[config.mk]
export PLATFORM = sky130hd
export DESIGN_NAME = matrix_output_encoder
export DESIGN_NICKNAME = d
export VERILOG_FILES = /design/src/rtl/matrix_output_encoder.sv
export SDC_FILE = /design/constraint.sdc
export NUM_CORES = 1
export LEC_CHECK = 0
export BUFFER_PORTS_ARGS = -buffer_cell sky130_fd_sc_hd__buf_2
export CORE_MARGIN = 5
export CORE_UTILIZATION = 54
export CTS_BUF_LIST = sky130_fd_sc_hd__clkbuf_16
export CTS_CLUSTER_DIAMETER = 100
export DETAILED_ROUTE_END_ITERATION = 16
export PLACE_DENSITY = 0.71
export SLEW_MARGIN = 20
export SYNTH_ARGS = -nofsm -noshare
export SYNTH_HDL_FRONTEND = slang
export SYNTH_SLANG_ARGS = --single-unit
export TNS_END_PERCENT = 20
[constraint.sdc]
create_clock -name clk -period 5.9 [get_ports clk]
set_input_delay 1.18 -clock clk [delete_from_list [all_inputs] [get_ports clk]]
set_output_delay 1.18 -clock clk [all_outputs]
set_load 0.02 [all_outputs]
[src/rtl/matrix_output_encoder.sv]
// Streams a row-major matrix from synchronous-read storage to a UART as signed
// decimal ASCII text, separating elements with spaces and ending each row with a newline.
module matrix_output_encoder #(
    parameter int unsigned DATA_W  = 32,
    parameter int unsigned ADDR_W  = 6,
    parameter int unsigned MAX_DIM = 5
) (
    input  logic              clk,
    input  logic              rst_n,
    input  logic              start,
    input  logic [2:0]        rows,
    input  logic [2:0]        cols,
    input  logic [ADDR_W-1:0] base_addr,
    output logic [ADDR_W-1:0] rd_addr,
    input  logic [DATA_W-1:0] rd_data,
    output logic [7:0]        tx_data,
    output logic              tx_valid,
    input  logic              tx_ready,
    output logic              busy,
    output logic              done,
    output logic              dim_err
);

    // Wide enough to hold 10^9 even for narrow elements.
    localparam int unsigned MAG_W     = (DATA_W > 30) ? DATA_W : 30;
    localparam logic [2:0]  MAX_DIM_L = 3'(MAX_DIM);

    typedef enum logic [2:0] {
        S_IDLE,
        S_FETCH,
        S_WAIT,
        S_SIGN,
        S_DIGIT,
        S_SEP,
        S_DONE
    } state_t;

    state_t              state_q, state_d;
    logic [2:0]          rows_q, rows_d;
    logic [2:0]          cols_q, cols_d;
    logic [2:0]          row_q, row_d;
    logic [2:0]          col_q, col_d;
    logic [ADDR_W-1:0]   rd_addr_q, rd_addr_d;
    logic [DATA_W-1:0]   mag_q, mag_d;
    logic [3:0]          pow_q, pow_d;
    logic [3:0]          digit_q, digit_d;
    logic                lead_q, lead_d;
    logic [7:0]          tx_data_q, tx_data_d;
    logic                tx_valid_q, tx_valid_d;
    logic                busy_q, busy_d;
    logic                done_q, done_d;
    logic                dim_err_q, dim_err_d;

    logic [MAG_W-1:0]    pow_val;
    logic [MAG_W-1:0]    mag_ext;
    logic [MAG_W-1:0]    mag_diff;
    logic                mag_ge;
    logic                last_col;
    logic                last_row;
    logic                tx_fire;

    function automatic logic [MAG_W-1:0] pow10(input logic [3:0] idx);
        case (idx)
            4'd0:    pow10 = MAG_W'(1);
            4'd1:    pow10 = MAG_W'(10);
            4'd2:    pow10 = MAG_W'(100);
            4'd3:    pow10 = MAG_W'(1000);
            4'd4:    pow10 = MAG_W'(10000);
            4'd5:    pow10 = MAG_W'(100000);
            4'd6:    pow10 = MAG_W'(1000000);
            4'd7:    pow10 = MAG_W'(10000000);
            4'd8:    pow10 = MAG_W'(100000000);
            4'd9:    pow10 = MAG_W'(1000000000);
            default: pow10 = MAG_W'(1);
        endcase
    endfunction

    assign pow_val  = pow10(pow_q);
    assign mag_ext  = MAG_W'(mag_q);
    assign mag_ge   = (mag_ext >= pow_val);
    assign mag_diff = mag_ext - pow_val;
    assign last_col = (col_q == (cols_q - 3'd1));
    assign last_row = (row_q == (rows_q - 3'd1));
    assign tx_fire  = tx_valid_q && tx_ready;

    // Next-state and output computation.
    always_comb begin
        state_d    = state_q;
        rows_d     = rows_q;
        cols_d     = cols_q;
        row_d      = row_q;
        col_d      = col_q;
        rd_addr_d  = rd_addr_q;
        mag_d      = mag_q;
        pow_d      = pow_q;
        digit_d    = digit_q;
        lead_d     = lead_q;
        tx_data_d  = tx_data_q;
        tx_valid_d = tx_valid_q;
        busy_d     = busy_q;
        done_d     = 1'b0;
        dim_err_d  = 1'b0;

        case (state_q)
            S_IDLE: begin
                tx_valid_d = 1'b0;
                if (start) begin
                    if (rows == 3'd0 || cols == 3'd0 || rows > MAX_DIM_L || cols > MAX_DIM_L) begin
                        dim_err_d = 1'b1;
                    end else begin
                        rows_d    = rows;
                        cols_d    = cols;
                        row_d     = 3'd0;
                        col_d     = 3'd0;
                        rd_addr_d = base_addr;
                        busy_d    = 1'b1;
                        state_d   = S_FETCH;
                    end
                end
            end
            S_FETCH: state_d = S_WAIT;
            S_WAIT: begin
                pow_d   = 4'd9;
                digit_d = 4'd0;
                lead_d  = 1'b0;
                if (rd_data[DATA_W-1]) begin
                    mag_d      = DATA_W'(0) - rd_data;
                    tx_data_d  = 8'h2D;
                    tx_valid_d = 1'b1;
                    state_d    = S_SIGN;
                end else begin
                    mag_d   = rd_data;
                    state_d = S_DIGIT;
                end
            end
            S_SIGN: begin
                if (tx_fire) begin
                    tx_valid_d = 1'b0;
                    state_d    = S_DIGIT;
                end
            end
            S_DIGIT: begin
                if (tx_valid_q) begin
                    if (tx_ready) begin
                        if (pow_q == 4'd0) begin
                            tx_data_d = last_col ? 8'h0A : 8'h20;
                            state_d   = S_SEP;
                        end else begin
                            tx_valid_d = 1'b0;
                            pow_d      = pow_q - 4'd1;
                            digit_d    = 4'd0;
                        end
                    end
                end else if (mag_ge) begin
                    mag_d   = DATA_W'(mag_diff);
                    digit_d = digit_q + 4'd1;
                end else if (digit_q != 4'd0 || lead_q || pow_q == 4'd0) begin
                    tx_data_d  = 8'h30 + 8'(digit_q);
                    tx_valid_d = 1'b1;
                    lead_d     = 1'b1;
                end else begin
                    // Suppressed leading zero: move on without emitting.
                    pow_d   = pow_q - 4'd1;
                    digit_d = 4'd0;
                end
            end
            S_SEP: begin
                if (tx_fire) begin
                    tx_valid_d = 1'b0;
                    if (last_col && last_row) begin
                        done_d  = 1'b1;
                        busy_d  = 1'b0;
                        state_d = S_DONE;
                    end else begin
                        rd_addr_d = rd_addr_q + ADDR_W'(1);
                        state_d   = S_FETCH;
                        if (last_col) begin
                            col_d = 3'd0;
                            row_d = row_q + 3'd1;
                        end else begin
                            col_d = col_q + 3'd1;
                        end
                    end
                end
            end
            S_DONE: state_d = S_IDLE;
            default: state_d = S_IDLE;
        endcase
    end

    // State register with synchronous active-low reset.
    always_ff @(posedge clk) begin
        if (!rst_n) begin
            state_q    <= S_IDLE;
            rows_q     <= '0;
            cols_q     <= '0;
            row_q      <= '0;
            col_q      <= '0;
            rd_addr_q  <= '0;
            mag_q      <= '0;
            pow_q      <= '0;
            digit_q    <= '0;
            lead_q     <= 1'b0;
            tx_data_q  <= '0;
            tx_valid_q <= 1'b0;
            busy_q     <= 1'b0;
            done_q     <= 1'b0;
            dim_err_q  <= 1'b0;
        end else begin
            state_q    <= state_d;
            rows_q     <= rows_d;
            cols_q     <= cols_d;
            row_q      <= row_d;
            col_q      <= col_d;
            rd_addr_q  <= rd_addr_d;
            mag_q      <= mag_d;
            pow_q      <= pow_d;
            digit_q    <= digit_d;
            lead_q     <= lead_d;
            tx_data_q  <= tx_data_d;
            tx_valid_q <= tx_valid_d;
            busy_q     <= busy_d;
            done_q     <= done_d;
            dim_err_q  <= dim_err_d;
        end
    end

    assign rd_addr  = rd_addr_q;
    assign tx_data  = tx_data_q;
    assign tx_valid = tx_valid_q;
    assign busy     = busy_q;
    assign done     = done_q;
    assign dim_err  = dim_err_q;

endmodule

==> metrics <==
Synth Area in Simple Gates 20.3%; P_sw 0.00198 W; Final Setup Violations 0; Final nets 1004; setup bufs post-CTS 0; die height 122 µm; H-tree depth 3; Vias 6427; Initial Util 54.4%; Slew @ Worst Pin 0.990 ns; largest family of logic cells by synthesized area compound AO/OA/AOI/OAI gates; Arr. time, crit path 4.17 ns; max_slew headroom 33.4%; period utilisation layout 66.6%; areal power density over the cells 565 nW/µm²; Slew Viols, Final 0; ys async rst share 0%; Buf+Inv Stages, Crit Path 2; max cap viols 0; total CTS buffers 9; Final Util 60.0%; Synth cell types 82; Max VDD drop 0.269 mV; switching part of the total 46.8%; Worst-path clk slew 0.07 ns; CP delay by family, top compound AO/OA/AOI/OAI gates; Die X 122 µm; FF+latch area 1900 µm²; Hold WC Path Type reg -> reg; Overflow after GRT 0; RePlAce Congestion 0.948; DRC 0; Crit. End Element flop; ANT nets after route 0; core area 12500 µm²; type of origin of the critical path flop; CTS Hold Bufs 0; vias in the first global route 5712; PortBufs 63; gr usage total 24.1%; row count 41; Critical Path Most Common Cell ha_1; Multi-input gate area 4500 µm²; layout cells sized above 1 12.0%; CP peak stage delay 0.65 ns; Post-Synth XOR/XNOR Area 8.03%; CTS tree done; P_int 0.00225 W; Post-DP HPWL 13000 µm; drt pass-1 iters 7; number of synthesized flops with an enable pin 0; Ys Warns 0; Clock Root Buffer clkbuf_16; IO Count 66; mean cell area of the mapped netlist 7.75 µm²; initial antenna violation count 0; final hold vios 0; status finished, final reports clean; FF+latch count, synth 95; sequential fraction of the synthesis area 28.1%; setup TNS 0 ns; unrepaired setup endpoints after global routing no; Critical-path top delay cell a21oi_2; combinational share of power 63.8%; clk_skew 0.00600 ns; DR vias/cell 5.91; Area Overhead vs Synth 10.4%; Leak 3.16 nW; worst path cell trace inv_1 > ha_1 > a211oi_1 > nor2_1 > o41ai_4 > a311oi_2 > a21oi_2 > a21oi_1 > a211oi_4 > inv_2 > ha_1 > and2_4 > a21o_1; CP max FO 18; sequential share of power 21.1%; largest net degree at the start of global routing 43; # clock sinks 95; mux contribution to synthesized area 2.31%; DR iter-0 viols 640; Layout fillers 1215; Synth Area in Adders 8.60%; Avg WL per Cell 16.5 µm; Synth Area in Compound Gates 26.9%; minimum clock period 3.93 ns; CP Class reg -> reg; post_cts resized 0; first-pass GRT wire length 28900 µm; die area 14900 µm²; clock share of power 15.1%; Mapped Cells 875; Clock Path Buffers 2; Main synth FF type dfxtp_1; fmax 254 MHz; Routed WL 17900 µm; antenna fix cells 0; Worst-Skew Late Latency 0.35 ns; CP required 6.14 ns; post-synthesis cell area 6780 µm²
## stage by stage
step | worst slack [ns] | instances | instance area (µm²) | hold WS [ns] | total power (W)
global placement | 1.94 | 1071 | 7160 | 0.447 | 0.00354
finish | 1.97 | 1087 | 7480 | 0.457 | 0.00423
CTS | 1.95 | 1087 | 7480 | 0.460 | 0.00420
floorplan | 2.71 | 876 | 6780 | 0.436 | 0.00297
global route | 1.66 | 1087 | 7480 | 0.486 | 0.00456
detailed placement | 1.96 | 1071 | 7160 | 0.451 | 0.00353
## kinds of logic (layout without fill, tap and decap cells)
family | after synthesis | count (layout)
buffers and inverters | 96 | 135
AND/OR/NAND/NOR | 281 | 281
other | 1 | 2
multiplexers | 15 | 15
flip-flops | 95 | 95
AO/OA/AOI/OAI | 282 | 282
XOR/XNOR | 59 | 59
adder cells (fa/ha/maj) | 46 | 46
## path summary, 6_finish.rpt
kind	start	endpoint	slack, ns	cells past startpoint
worst min-delay path	mag_ext[7]$_SDFFE_PN0P_	mag_ext[7]$_SDFFE_PN0P_	0.46	2
worst max register to register	pow_val[28]$_SDFF_PN0_	pow_val[18]$_DFF_P_	1.97	13
worst max-delay path	pow_val[28]$_SDFF_PN0_	pow_val[18]$_DFF_P_	1.97	13
worst min register to register	mag_ext[7]$_SDFFE_PN0P_	mag_ext[7]$_SDFFE_PN0P_	0.46	2
## layer usage
metal	share of wire, %	up-vias	global-route usage (%)
li1	-	3221	-
met1	48	2998	34.6
met2	44	187	37.3
met3	5.5	21	4.78
met4	1.6	0	5.88
met5	0	-	0
## cell usage after synthesis (4+ instances only)
master	number	area, µm²
a211oi_1	21	158
a21o_1	15	113
a21oi_1	82	410
a2bb2oi_1	4	35.0
a311oi_1	4	35.0
a31oi_1	13	81.3
and2_1	6	37.5
and3_1	5	31.3
buf_2	7	35.0
clkbuf_1	35	131
dfxtp_1	95	1900
ha_1	45	563
inv_1	49	184
mux2i_1	13	130
nand2_1	74	278
nand2b_1	8	50.1
nand3_1	30	150
nand4_1	7	43.8
nor2_1	81	304
nor2b_1	10	62.6
nor3_1	21	105
nor4_1	4	25.0
o211ai_1	14	105
o21a_1	10	75.1
o21ai_0	60	300
o21ai_1	6	30.0
o21bai_1	5	37.5
o31ai_1	12	90.1
o41ai_1	6	52.6
or2_2	4	25.0
or3_1	5	31.3
or4_1	8	60.1
xnor2_1	27	236
xor2_1	30	263
## state kept, by name, summed over array words and instances (netlist names), 3 cells and up
signal   cells
pow_q        4
cols_q       3
tx_data      6
mag_ext     32
rows_q       3
rd_addr      6
digit_q      4
row_q        3
state_q      3
col_q        3
pow_val     23
## power groups by stage
| stage | combinational [W] | clock (W) | sequential, W |
|---|---|---|---|
| after global routing | 0.00297 | 0.000677 | 0.000910 |
| after CTS | 0.00266 | 0.000648 | 0.000890 |
| after global placement | 0.00263 | 0 | 0.000904 |
| final | 0.00270 | 0.000637 | 0.000892 |
| after floorplan | 0.00208 | 0 | 0.000893 |
| after detailed placement | 0.00263 | 0 | 0.000903 |
## layout by cell type (no fill, tap or decap), types with 14 or more instances in the layout
cell type / n
nand2_1: 73
o211ai_1: 14
nor2_1: 81
nor3_1: 21
a21oi_1: 82
xnor2_1: 27
buf_2: 63
o21ai_0: 60
a211oi_1: 21
dfxtp_1: 95
ha_1: 45
a21o_1: 15
inv_1: 49
nand3_1: 30
xor2_1: 30
## final cells by class
type	instances	share of cell area, %
repair buffers	68	4.71
inverters	51	2.56
clock buffers	9	3.01
flip-flops and latches	95	25.4
clock inverters	7	1.29
multi-input cells	685	60.1
well taps	172	2.88
## worst min-delay path: stages (launching register included)
cell and delay, ns:
dfxtp_1 0.31, nand2_1 0.05, a21oi_1 0.05
Note: power is estimated with default switching activity, not from simulation.
